`src/rtl/ahb_ai_pkg.sv`:
```
// Shared AHB encodings, register map and FSM typedef for the transformer-engine AHB slave.
package ahb_ai_pkg;

  localparam logic [1:0] HTRANS_IDLE   = 2'b00;
  localparam logic [1:0] HTRANS_BUSY   = 2'b01;
  localparam logic [1:0] HTRANS_NONSEQ = 2'b10;
  localparam logic [1:0] HTRANS_SEQ    = 2'b11;

  localparam logic [2:0] HSIZE_WORD = 3'b010;

  localparam int unsigned REG_CTRL   = 32'h000;
  localparam int unsigned REG_STATUS = 32'h004;
  localparam int unsigned REG_CYCLES = 32'h008;

  localparam int unsigned CTRL_START  = 0;
  localparam int unsigned CTRL_IRQ_EN = 1;
  localparam int unsigned CTRL_CLR    = 2;

  localparam int unsigned STAT_BUSY = 0;
  localparam int unsigned STAT_DONE = 1;
  localparam int unsigned STAT_ERR  = 2;

  typedef enum logic {
    S_IDLE = 1'b0,
    S_RUN  = 1'b1
  } fsm_state_e;

  function automatic int unsigned res_words(input int unsigned idim, input int unsigned width);
    return (idim * width) / 32;
  endfunction

endpackage

```
`src/rtl/ahb_lite_slave_pipe.sv`:
```
// AHB-Lite address/data-phase pipeline: captures the address phase, sequences the
// two-cycle ERROR response and hands qualified wr/rd strobes to the register bank.
module ahb_lite_slave_pipe
  import ahb_ai_pkg::*;
#(
  parameter int unsigned ADDR_W = 16
) (
  input  logic              clk_i,
  input  logic              reset_i,
  input  logic              hsel_i,
  input  logic [ADDR_W-1:0] haddr_i,
  input  logic [1:0]        htrans_i,
  input  logic              hwrite_i,
  input  logic [2:0]        hsize_i,
  input  logic              hready_i,
  input  logic              ext_err_i,
  output logic              wr_req_o,
  output logic              wr_o,
  output logic              rd_o,
  output logic              err_o,
  output logic [ADDR_W-1:0] addr_o,
  output logic              hreadyout_o,
  output logic              hresp_o
);

  logic              valid_q;
  logic              write_q;
  logic              err2_q;
  logic [2:0]        size_q;
  logic [ADDR_W-1:0] addr_q;

  logic accept_c;
  logic fmt_err_c;
  logic err_c;

  assign accept_c  = hsel_i & hready_i &
                     ((htrans_i == HTRANS_NONSEQ) | (htrans_i == HTRANS_SEQ));
  assign fmt_err_c = (size_q != HSIZE_WORD) | (addr_q[1:0] != 2'b00);
  // ERROR first cycle is decided in the data phase so the bank can veto on hwdata
  assign err_c     = valid_q & (fmt_err_c | ext_err_i);

  always_ff @(posedge clk_i) begin
    if (reset_i) begin
      valid_q <= 1'b0;
      write_q <= 1'b0;
      err2_q  <= 1'b0;
      size_q  <= HSIZE_WORD;
      addr_q  <= '0;
    end else begin
      valid_q <= accept_c;
      err2_q  <= err_c;
      if (accept_c) begin
        addr_q  <= haddr_i;
        write_q <= hwrite_i;
        size_q  <= hsize_i;
      end
    end
  end

  assign wr_req_o    = valid_q & write_q;
  assign wr_o        = valid_q & write_q & ~err_c;
  assign rd_o        = valid_q & ~write_q & ~err_c;
  assign err_o       = err_c;
  assign addr_o      = addr_q;
  assign hreadyout_o = ~err_c;
  assign hresp_o     = err_c | err2_q;

endmodule

```
`src/rtl/ahb_ai_ctrl_slave.sv`:
```
// AHB-Lite control/status slave for the transformer engine: register bank, weight
// write window, result read-back buffer, busy-cycle counter and completion interrupt.
module ahb_ai_ctrl_slave
  import ahb_ai_pkg::*;
#(
  parameter int unsigned ADDR_W     = 16,
  parameter int unsigned IDIM       = 32,
  parameter int unsigned WIDTH      = 8,
  parameter int unsigned WMEM_DEPTH = 512,
  parameter int unsigned WMEM_BASE  = 32'h0400,
  parameter int unsigned RES_BASE   = 32'h0C00
) (
  input  logic                          clk,
  input  logic                          reset,
  input  logic                          hsel,
  input  logic [ADDR_W-1:0]             haddr,
  input  logic [1:0]                    htrans,
  input  logic                          hwrite,
  input  logic [2:0]                    hsize,
  input  logic [31:0]                   hwdata,
  input  logic                          hready,
  output logic [31:0]                   hrdata,
  output logic                          hreadyout,
  output logic                          hresp,
  output logic                          eng_start,
  input  logic                          eng_done,
  input  logic [IDIM*WIDTH-1:0]         eng_result,
  output logic                          wmem_we,
  output logic [$clog2(WMEM_DEPTH)-1:0] wmem_addr,
  output logic [31:0]                   wmem_wdata,
  output logic                          irq
);

  localparam int unsigned RES_W     = IDIM * WIDTH;
  localparam int unsigned RES_WORDS = res_words(IDIM, WIDTH);
  localparam int unsigned WA_W      = $clog2(WMEM_DEPTH);
  localparam int unsigned RW_W      = (RES_WORDS > 1) ? $clog2(RES_WORDS) : 1;
  localparam int unsigned WMEM_END  = WMEM_BASE + 4 * WMEM_DEPTH;
  localparam int unsigned RES_END   = RES_BASE + 4 * RES_WORDS;

  fsm_state_e       state_q;
  logic             irq_en_q;
  logic             done_q;
  logic             err_q;
  logic             eng_start_q;
  logic             irq_q;
  logic [31:0]      cycles_q;
  logic [RES_W-1:0] result_q;

  logic [ADDR_W-1:0] addr;
  logic              wr_req;
  logic              wr;
  logic              rd;
  logic              err;

  logic [31:0]     addr32_c;
  logic [31:0]     rdata_c;
  logic [RW_W-1:0] rword_c;
  logic [31:0]     res_word_c [RES_WORDS];
  logic            in_wmem_c;
  logic            in_res_c;
  logic            busy_c;
  logic            busy_eff_c;
  logic            ext_err_c;
  logic            ctrl_wr_c;
  logic            start_c;
  logic            clr_c;
  logic            w1c_c;

  ahb_lite_slave_pipe #(
    .ADDR_W (ADDR_W)
  ) u_pipe (
    .clk_i       (clk),
    .reset_i     (reset),
    .hsel_i      (hsel),
    .haddr_i     (haddr),
    .htrans_i    (htrans),
    .hwrite_i    (hwrite),
    .hsize_i     (hsize),
    .hready_i    (hready),
    .ext_err_i   (ext_err_c),
    .wr_req_o    (wr_req),
    .wr_o        (wr),
    .rd_o        (rd),
    .err_o       (err),
    .addr_o      (addr),
    .hreadyout_o (hreadyout),
    .hresp_o     (hresp)
  );

  for (genvar k = 0; k < RES_WORDS; k++) begin : g_res
    assign res_word_c[k] = result_q[32*k +: 32];
  end

  assign addr32_c  = 32'(addr);
  assign in_wmem_c = (addr32_c >= WMEM_BASE) && (addr32_c < WMEM_END);
  assign in_res_c  = (addr32_c >= RES_BASE) && (addr32_c < RES_END);
  assign rword_c   = RW_W'((addr32_c - RES_BASE) >> 2);

  // A completing run in the same cycle frees the engine for a new START or weight write
  assign busy_c     = (state_q == S_RUN);
  assign busy_eff_c = busy_c & ~eng_done;
  assign ext_err_c  = wr_req & busy_eff_c &
                      (in_wmem_c | ((addr32_c == REG_CTRL) & hwdata[CTRL_START]));

  assign ctrl_wr_c = wr & (addr32_c == REG_CTRL);
  assign start_c   = ctrl_wr_c & hwdata[CTRL_START];
  assign clr_c     = ctrl_wr_c & hwdata[CTRL_CLR];
  assign w1c_c     = wr & (addr32_c == REG_STATUS) & hwdata[STAT_DONE];

  // Zero-wait-state read mux driven from the registered address
  always_comb begin
    rdata_c = '0;
    if (rd) begin
      if (addr32_c == REG_CTRL) begin
        rdata_c[CTRL_IRQ_EN] = irq_en_q;
      end else if (addr32_c == REG_STATUS) begin
        rdata_c[STAT_BUSY] = busy_c;
        rdata_c[STAT_DONE] = done_q;
        rdata_c[STAT_ERR]  = err_q;
      end else if (addr32_c == REG_CYCLES) begin
        rdata_c = cycles_q;
      end else if (in_res_c) begin
        rdata_c = res_word_c[rword_c];
      end
    end
  end

  always_ff @(posedge clk) begin
    if (reset) begin
      state_q     <= S_IDLE;
      irq_en_q    <= 1'b0;
      done_q      <= 1'b0;
      err_q       <= 1'b0;
      eng_start_q <= 1'b0;
      irq_q       <= 1'b0;
      cycles_q    <= '0;
      result_q    <= '0;
    end else begin
      eng_start_q <= start_c;
      irq_q       <= done_q & irq_en_q;
      if (eng_done) begin
        result_q <= eng_result;
      end
      if (ctrl_wr_c) begin
        irq_en_q <= hwdata[CTRL_IRQ_EN];
      end
      // Completion set beats a same-cycle clear
      if (eng_done) begin
        done_q <= 1'b1;
      end else if (clr_c | w1c_c) begin
        done_q <= 1'b0;
      end
      if (err) begin
        err_q <= 1'b1;
      end else if (clr_c) begin
        err_q <= 1'b0;
      end
      if (start_c | clr_c) begin
        cycles_q <= '0;
      end else if (busy_c && (cycles_q != '1)) begin
        cycles_q <= cycles_q + 32'd1;
      end
      case (state_q)
        S_IDLE:  if (start_c) state_q <= S_RUN;
        S_RUN:   if (!start_c && eng_done) state_q <= S_IDLE;
        default: state_q <= S_IDLE;
      endcase
    end
  end

  assign hrdata     = rdata_c;
  assign eng_start  = eng_start_q;
  assign irq        = irq_q;
  assign wmem_we    = wr & in_wmem_c;
  assign wmem_addr  = WA_W'((addr32_c - WMEM_BASE) >> 2);
  assign wmem_wdata = hwdata;

endmodule
```
`config.mk`:
```
export PLATFORM = sky130hd
export DESIGN_NAME = ahb_ai_ctrl_slave
export DESIGN_NICKNAME = d
export VERILOG_FILES = /design/src/rtl/ahb_ai_pkg.sv /design/src/rtl/ahb_lite_slave_pipe.sv /design/src/rtl/ahb_ai_ctrl_slave.sv
export SDC_FILE = /design/constraint.sdc
export NUM_CORES = 1
export LEC_CHECK = 0
export CORE_AREA = 8 8 263 202
export DETAILED_ROUTE_END_ITERATION = 7
export DIE_AREA = 0 0 271 210
export SETUP_SLACK_MARGIN = 0.02
export SYNTH_ARGS = -nofsm -noshare
export SYNTH_HDL_FRONTEND = slang
export SYNTH_SLANG_ARGS = --single-unit
```
`constraint.sdc`:
```
create_clock -name clk -period 2.3 [get_ports clk]
set_clock_uncertainty 0.1 [all_clocks]
set_input_delay 0.46 -clock clk [delete_from_list [all_inputs] [get_ports clk]]
set_output_delay 0.46 -clock clk [all_outputs]
set_load 0.02 [all_outputs]
```
# [Word-level counts from Yosys, hierarchy flattened]
# Cells that the tools add are included.
[word_totals] register_bits=316 input_bits=315 wordCells=85
[classes] n_addsub=3 n_lt_le_gt_ge=5 n_eq_ne=6 muxes=18 n_bitwise=30 n_reduce_logical=10
[op_table] cell="2-to-1 mux 32 bit" n=5
[op_table] cell="binary-select mux 32 bit (select 3 bit)" n=1
[op_table] cell="adder 32 x 1 -> 32 bit (second input constant)" n=1
[op_table] cell="zero test 32 bit" n=1
[op_table] cell="< comparator 16 x 12 -> 1 bit (second input constant)" n=2
[op_table] cell="inequality test 32 bit (second input constant)" n=1
[op_table] cell="2-to-1 mux 30 bit" n=1
[op_table] cell="2-to-1 mux 29 bit" n=1
[op_table] cell="bitwise AND 1 bit" n=18
[op_table] cell="== test 16 x 3 -> 1 bit (second input constant)" n=1
[op_table] cell="== test 16 x 4 -> 1 bit (second input constant)" n=1
[op_table] cell=">= comparator 16 x 11 -> 1 bit (second input constant)" n=1
[op_table] cell=">= comparator 16 x 12 -> 1 bit (second input constant)" n=1
[op_table] cell="subtractor 11 bit (second input constant)" n=1
[op_table] cell="2-to-1 mux 1 bit" n=8
[op_table] cell="bitwise OR 1 bit" n=7
[op_table] cell="nonzero test 2 bit" n=3
[op_table] cell="subtractor 5 x 1 -> 5 bit (second input constant)" n=1
[op_table] cell="== test 2 bit (second input constant)" n=2
[op_table] cell=">= comparator 4 bit (second input constant)" n=1
[op_table] cell="logical AND 1 bit" n=4
[op_table] cell="inverter 1 bit" n=4
[op_table] cell="inverter 3 -> 4 bit" n=1
[op_table] cell="2-to-1 mux 3 bit" n=1
[op_table] cell="other kinds (4)" n=4

# [Longest topological paths before layout]
# Gate-level depths: netlist of run 1.
[depth] ltp_word=14 mapped_depth=8 depth_no_buf=6

# [By module]
# Synthesis of run 1 repeated with hierarchy kept, for this count alone.
[unflattened] cells_unflattened=1426 area_unflattened_um2=14427.6
[by_module_without_submodules] mod="ahb_ai_ctrl_slave" n_inst=1 cells_per_inst=1321 area_each_um2=13416.6
[by_module_without_submodules] mod="ahb_lite_slave_pipe" n_inst=1 cells_per_inst=105 area_each_um2=1011.0

# [Worst setup path before layout of run 1]
# Ideal clock, no wire load.
[synth_timing] path_kind="flip-flop to output port" from="register u_pipe.size_q[2]" to="output hrdata[21]" arrival_time_ps=1894 t_required_ps=1740 path_slack_ps=-154 path_stages_with_launch=8 cell_sequence="dfxtp_1 or3b_1 nor3_2 nand3b_1 or2_2 buf_4 buf_4 nor2_1"
[synth_between] elab_chain_len=7
[synth_rtl] element="start: declaration" line_no="ahb_lite_slave_pipe.sv:29" text="logic [2:0] size_q;"
[synth_rtl] element="start signal: assignment" line_no="ahb_lite_slave_pipe.sv:55" text="size_q <= hsize_i;"
[synth_rtl] element="inequality test 3 x 2 -> 1 bit" line_no="ahb_lite_slave_pipe.sv:38" text="assign fmt_err_c = (size_q != HSIZE_WORD) | (addr_q[1:0] != 2'b00);"
[synth_rtl] element="bitwise OR 1 bit" line_no="ahb_lite_slave_pipe.sv:38"
[synth_rtl] element="bitwise OR 1 bit" line_no="ahb_lite_slave_pipe.sv:40" text="assign err_c = valid_q & (fmt_err_c | ext_err_i);"
[synth_rtl] element="bitwise AND 1 bit" line_no="ahb_lite_slave_pipe.sv:40"
[synth_rtl] element="inverter 1 bit" line_no="ahb_lite_slave_pipe.sv:62" text="assign rd_o = valid_q & ~write_q & ~err_c;"
[synth_rtl] element="bitwise AND 1 bit" line_no="ahb_lite_slave_pipe.sv:62"
[synth_rtl] element="2-to-1 mux 32 bit" line_no="ahb_ai_ctrl_slave.sv:114" text="if (rd) begin"
[synth_rtl] element="end: declaration" line_no="ahb_ai_ctrl_slave.sv:22" text="output logic [31:0] hrdata,"
# No other way between the ends.

# [Worst setup path after layout of run 1]
[layout_timing] from="register u_pipe.addr_q[3] (netlist: u_pipe.addr_o[3])" to="output hrdata[3]"
[layout_between] elab_chain_len=10 word_cells_on_any_way=26 cone_classes="add/sub (1); order compare (4); eq/ne (2); mux (8); bitwise (8); reduce/logical (3)"
[layout_rtl] element="start: declaration" line_no="ahb_lite_slave_pipe.sv:30" text="logic [ADDR_W-1:0] addr_q;"
[layout_rtl] element="start signal: assignment" line_no="ahb_lite_slave_pipe.sv:53" text="addr_q <= haddr_i;"
[layout_rtl] element="subtractor 5 x 1 -> 5 bit" line_no="ahb_ai_ctrl_slave.sv:98" text="assign rword_c = RW_W'((addr32_c - RES_BASE) >> 2);"
[layout_rtl] element="inverter 3 -> 4 bit (implied by the code)" line_no="ahb_ai_ctrl_slave.sv:124" text="rdata_c = res_word_c[rword_c];"
[layout_rtl] element="binary-select mux 32 bit (select 3 bit)" line_no="ahb_ai_ctrl_slave.sv:124"
[layout_rtl] element="2-to-1 mux 32 bit (implied by the code) (2 in a row)" line_no="ahb_ai_ctrl_slave.sv:124"
[layout_rtl] element="2-to-1 mux 32 bit" line_no="ahb_ai_ctrl_slave.sv:123" text="end else if (in_res_c) begin"
[layout_rtl] element="2-to-1 mux 32 bit" line_no="ahb_ai_ctrl_slave.sv:121" text="end else if (addr32_c == REG_CYCLES) begin"
[layout_rtl] element="2-to-1 mux 29 bit" line_no="ahb_ai_ctrl_slave.sv:117" text="end else if (addr32_c == REG_STATUS) begin"
[layout_rtl] element="2-to-1 mux 30 bit" line_no="ahb_ai_ctrl_slave.sv:115" text="if (addr32_c == REG_CTRL) begin"
[layout_rtl] element="2-to-1 mux 32 bit (*)" line_no="ahb_ai_ctrl_slave.sv:114"
# Mark *: on every way between the ends. The rest lies on a longest branch, timed or not. The select of a mux whose other input is x is not followed.

==> out/summary.txt, run 1 <==
Post-route ant nets -> 0
Synth Area per Inst -> 10.2 um^2
Crit path kind -> reg -> out
Lkg Pwr -> 9.11 nW
Post-synth EDFFs -> 0
Clock transition at path regs -> 0.06 ns
Sw Pwr -> 3.41 mW
Initial drt markers -> 750
Via density -> 4.78
Fill cells -> 4519
Final core occ -> 45.2%
Die area -> 56900 um^2
MaxCap Viol Count -> 0
Violated checks -> setup timing
Die W -> 271 um
Clock latency on the worst-skew pair -> 0.53 ns
Cell Int Power -> 10.9 mW
Register share of total power -> 41.6%
Slowest-stage cell, CP -> mux4_2
Routed vias -> 12.3k
Seq/Total Area, Yosys -> 43.8%
Area of the mapped netlist -> 14400 um^2
Period utilization -> 137%
Post-synth ARST share -> 0%
Final setup margin -> -0.843 ns
Htree depth -> 2
Worst path bufs/invs -> 4
Netlist cell types -> 55
Setup crit end kind -> output pin
Worst EP arrival -> 2.58 ns
Largest net degree at the start of global routing -> 112
CTS root buf -> clkbuf_16
Tightest Pin Transition -> 0.921 ns
Initial DRT Pass Iterations -> 5
Share of layout cells above drive strength 1 -> 27.6%
Final #Nets -> 2208
Switching power share of the total -> 23.9%
Rows -> 71
Gp weighted congestion -> 0.836
Min cycle time layout -> 3.14 ns
Antenna violations before repair -> 12
Power density over the cells -> 643 nW/um^2
DP HPWL -> 39100 um
TritonCTS clock tree -> done
WL/cell -> 20.4 um
Post-Syn Instances -> 1423
CP Launch Type -> flip-flop
Residual DRC -> 0
Unrepaired setup endpoints after global routing -> true
Worst VDD drop -> 0.446 mV
Synth Register Bits -> 316
CP max FO -> 6
CORE AREA -> 49100 um^2
CP max stage delay -> 0.57 ns
Commonest non-fill, non-tap cells in the layout -> dfxtp_1 (311), clkdlybuf4s50_1 (292), nor2_1 (289)
First-pass GRT wire length -> 77700 um
Initial Util -> 29.4%
Clock Power Share -> 44.2%
Status -> complete, but fails checks
Pins Over Slew Limit -> 0
I/O pin count -> 393
Critical Path RT -> 1.74 ns
Commonest non-fill, non-tap cell in the layout -> dfxtp_1
IO Port Bufs -> 333
Ys flop type -> dfxtp_1
Final non-filler cell total -> 2581
Total gr overflow -> 0
Vias in the first global route -> 12.8k
Tot Pwr -> 14.3 mW
Setup TNS -> -24.59 ns
Placed instance count -> 2452
Mapped Nets -> 1739
Crit path cell chain -> buf_12, buf_12, buf_6, mux4_2, mux2_4, a22oi_2, nor2_2, buf_6
Achievable clock frequency -> 318 MHz
Final wirelength -> 52800 um
Final hold vios -> 0
Worst Hold Class -> in -> reg
Final setup violation count -> 35
Die Y -> 210 um
Largest delay share family, worst path -> multiplexers
All-Layer GR Usage -> 17.6%
Clk sink count -> 316
CTS Buf Count -> 38
P&R area growth vs syn -> 53.8%
Clk buf depth -> 3
Syn. warnings -> 0
Worst slew margin -> 38.6%
Logic pwr share -> 14.2%
worst paths after layout:
kind	from	end	slack (ns)	cells after the start
max	u_pipe.addr_o[3]$_SDFFE_PP0P_	hrdata[3]	-0.84	8
max reg2reg	u_pipe.addr_o[3]$_SDFFE_PP0P_	cycles_q[10]$_SDFFE_PP0P_	0.16	9
min	reset	irq_en_q$_SDFFE_PP0N_	0.29	2
min reg2reg	u_pipe.size_q[1]$_SDFFE_PP1P_	u_pipe.size_q[1]$_SDFFE_PP1P_	0.37	2
kinds of logic after synthesis:
group / after synthesis / share of synthesized area (%)
simple gates: 482 / 15.0
mux: 354 / 30.3
flops: 316 / 43.8
buf+inv: 154 / 5.43
compound gates: 102 / 4.54
xor+xnor: 14 / 0.849
fa+ha+maj: 1 / 0.0866
area by class of cell:
cell class                      count  area (um^2)  share of cell area, %
Inverter                           10         37.5                  0.169
Antenna cell                        4         10.0                 0.0451
Sequential cell                   316         6340                   28.5
Tap cell                          657          822                   3.70
Clock buffer                       58         1150                   5.18
Clock inverter                     10          159                  0.715
Timing Repair Buffer              573         5800                   26.1
Multi-Input combinational cell    953         7890                   35.5
stage by stage:
step	cell area [um^2]	hold slack (ns)	setup WS, ns
2_1_floorplan	14700	0.319	-0.0250
3_3_place_gp	19600	0.344	-0.727
3_5_place_dp	19600	0.351	-0.723
4_1_cts	21900	0.257	-0.838
5_1_grt	22200	0.288	-0.902
6_report	22200	0.286	-0.843
routing by layer:
| layer | wire (um) | vias to the layer above | global-route usage (%) |
|---|---|---|---|
| met5 | 74 | - | 0 |
| met4 | 991 | 12 | 4.76 |
| met3 | 3270 | 73 | 4.95 |
| met2 | 24600 | 331 | 28.4 |
| met1 | 23900 | 6023 | 22.9 |
| li1 | - | 5908 | - |
Yosys cell counts, types with 2 or more instances:
library cell  instances  area (um^2)
nor2_1              319         1200
dfxtp_1             316         6330
mux2i_1             260         2600
mux4_2               64         1440
nand2_1              64          240
clkbuf_1             48          180
buf_4                42          315
a21oi_1              41          205
buf_2                37          185
mux2_2               30          338
a22oi_1              29          218
nand3_1              18         90.1
buf_1                15         56.3
nand4_1              13         81.3
o21ai_0              13         65.1
or3_1                11         68.8
inv_1                10         37.5
xnor2_1              10         87.6
nor3_1                8         40.0
a211oi_1              6         45.0
and3_1                6         37.5
and4_1                5         43.8
or2_2                 4         25.0
or4_1                 4         30.0
xor2_1                4         35.0
and2_1                3         18.8
nand2b_1              3         18.8
nor3_2                3         30.0
nor4_1                3         18.8
nor4_2                3         37.5
a222oi_1              2         20.0
clkbuf_2              2         10.0
nand3b_1              2         15.0
nand4_4               2         42.5
nor4_4                2         42.5
o31ai_1               2         15.0
what timing repair did:
item	CTS	global route
gates cloned	4	3
endpoints found under the setup margin	71	67
pin swaps	43	48
buffers inserted	37	19
hold buffers	0	0
gates resized for setup	244	43
state kept, by name (all words and copies together) (netlist names):
name,flops
u_pipe.err2_q,1
busy_c,1
irq_en_q,1
done_q,1
u_pipe.write_q,1
u_pipe.size_q,3
eng_start,1
result_q,256
cycles_q,32
err_q,1
u_pipe.addr_o,16
u_pipe.valid_q,1
irq,1
power groups by stage:
stage | combinational, mW | sequential, mW | clock (mW)
2_1_floorplan | 0.965 | 5.97 | 0
3_3_place_gp | 1.82 | 6.06 | 0
3_5_place_dp | 1.85 | 6.06 | 0
4_1_cts | 2.00 | 5.93 | 6.47
5_1_grt | 2.17 | 5.96 | 6.67
6_report | 2.03 | 5.94 | 6.32
Note: power is estimated with default switching activity, not from simulation.
==> run 2: changes to the inputs <==
Settings changed: CTS_CLUSTER_SIZE set to 14.
==> results of run 2 <==
Same layout as run 1: the final DEF is identical, and so are final timing and power.
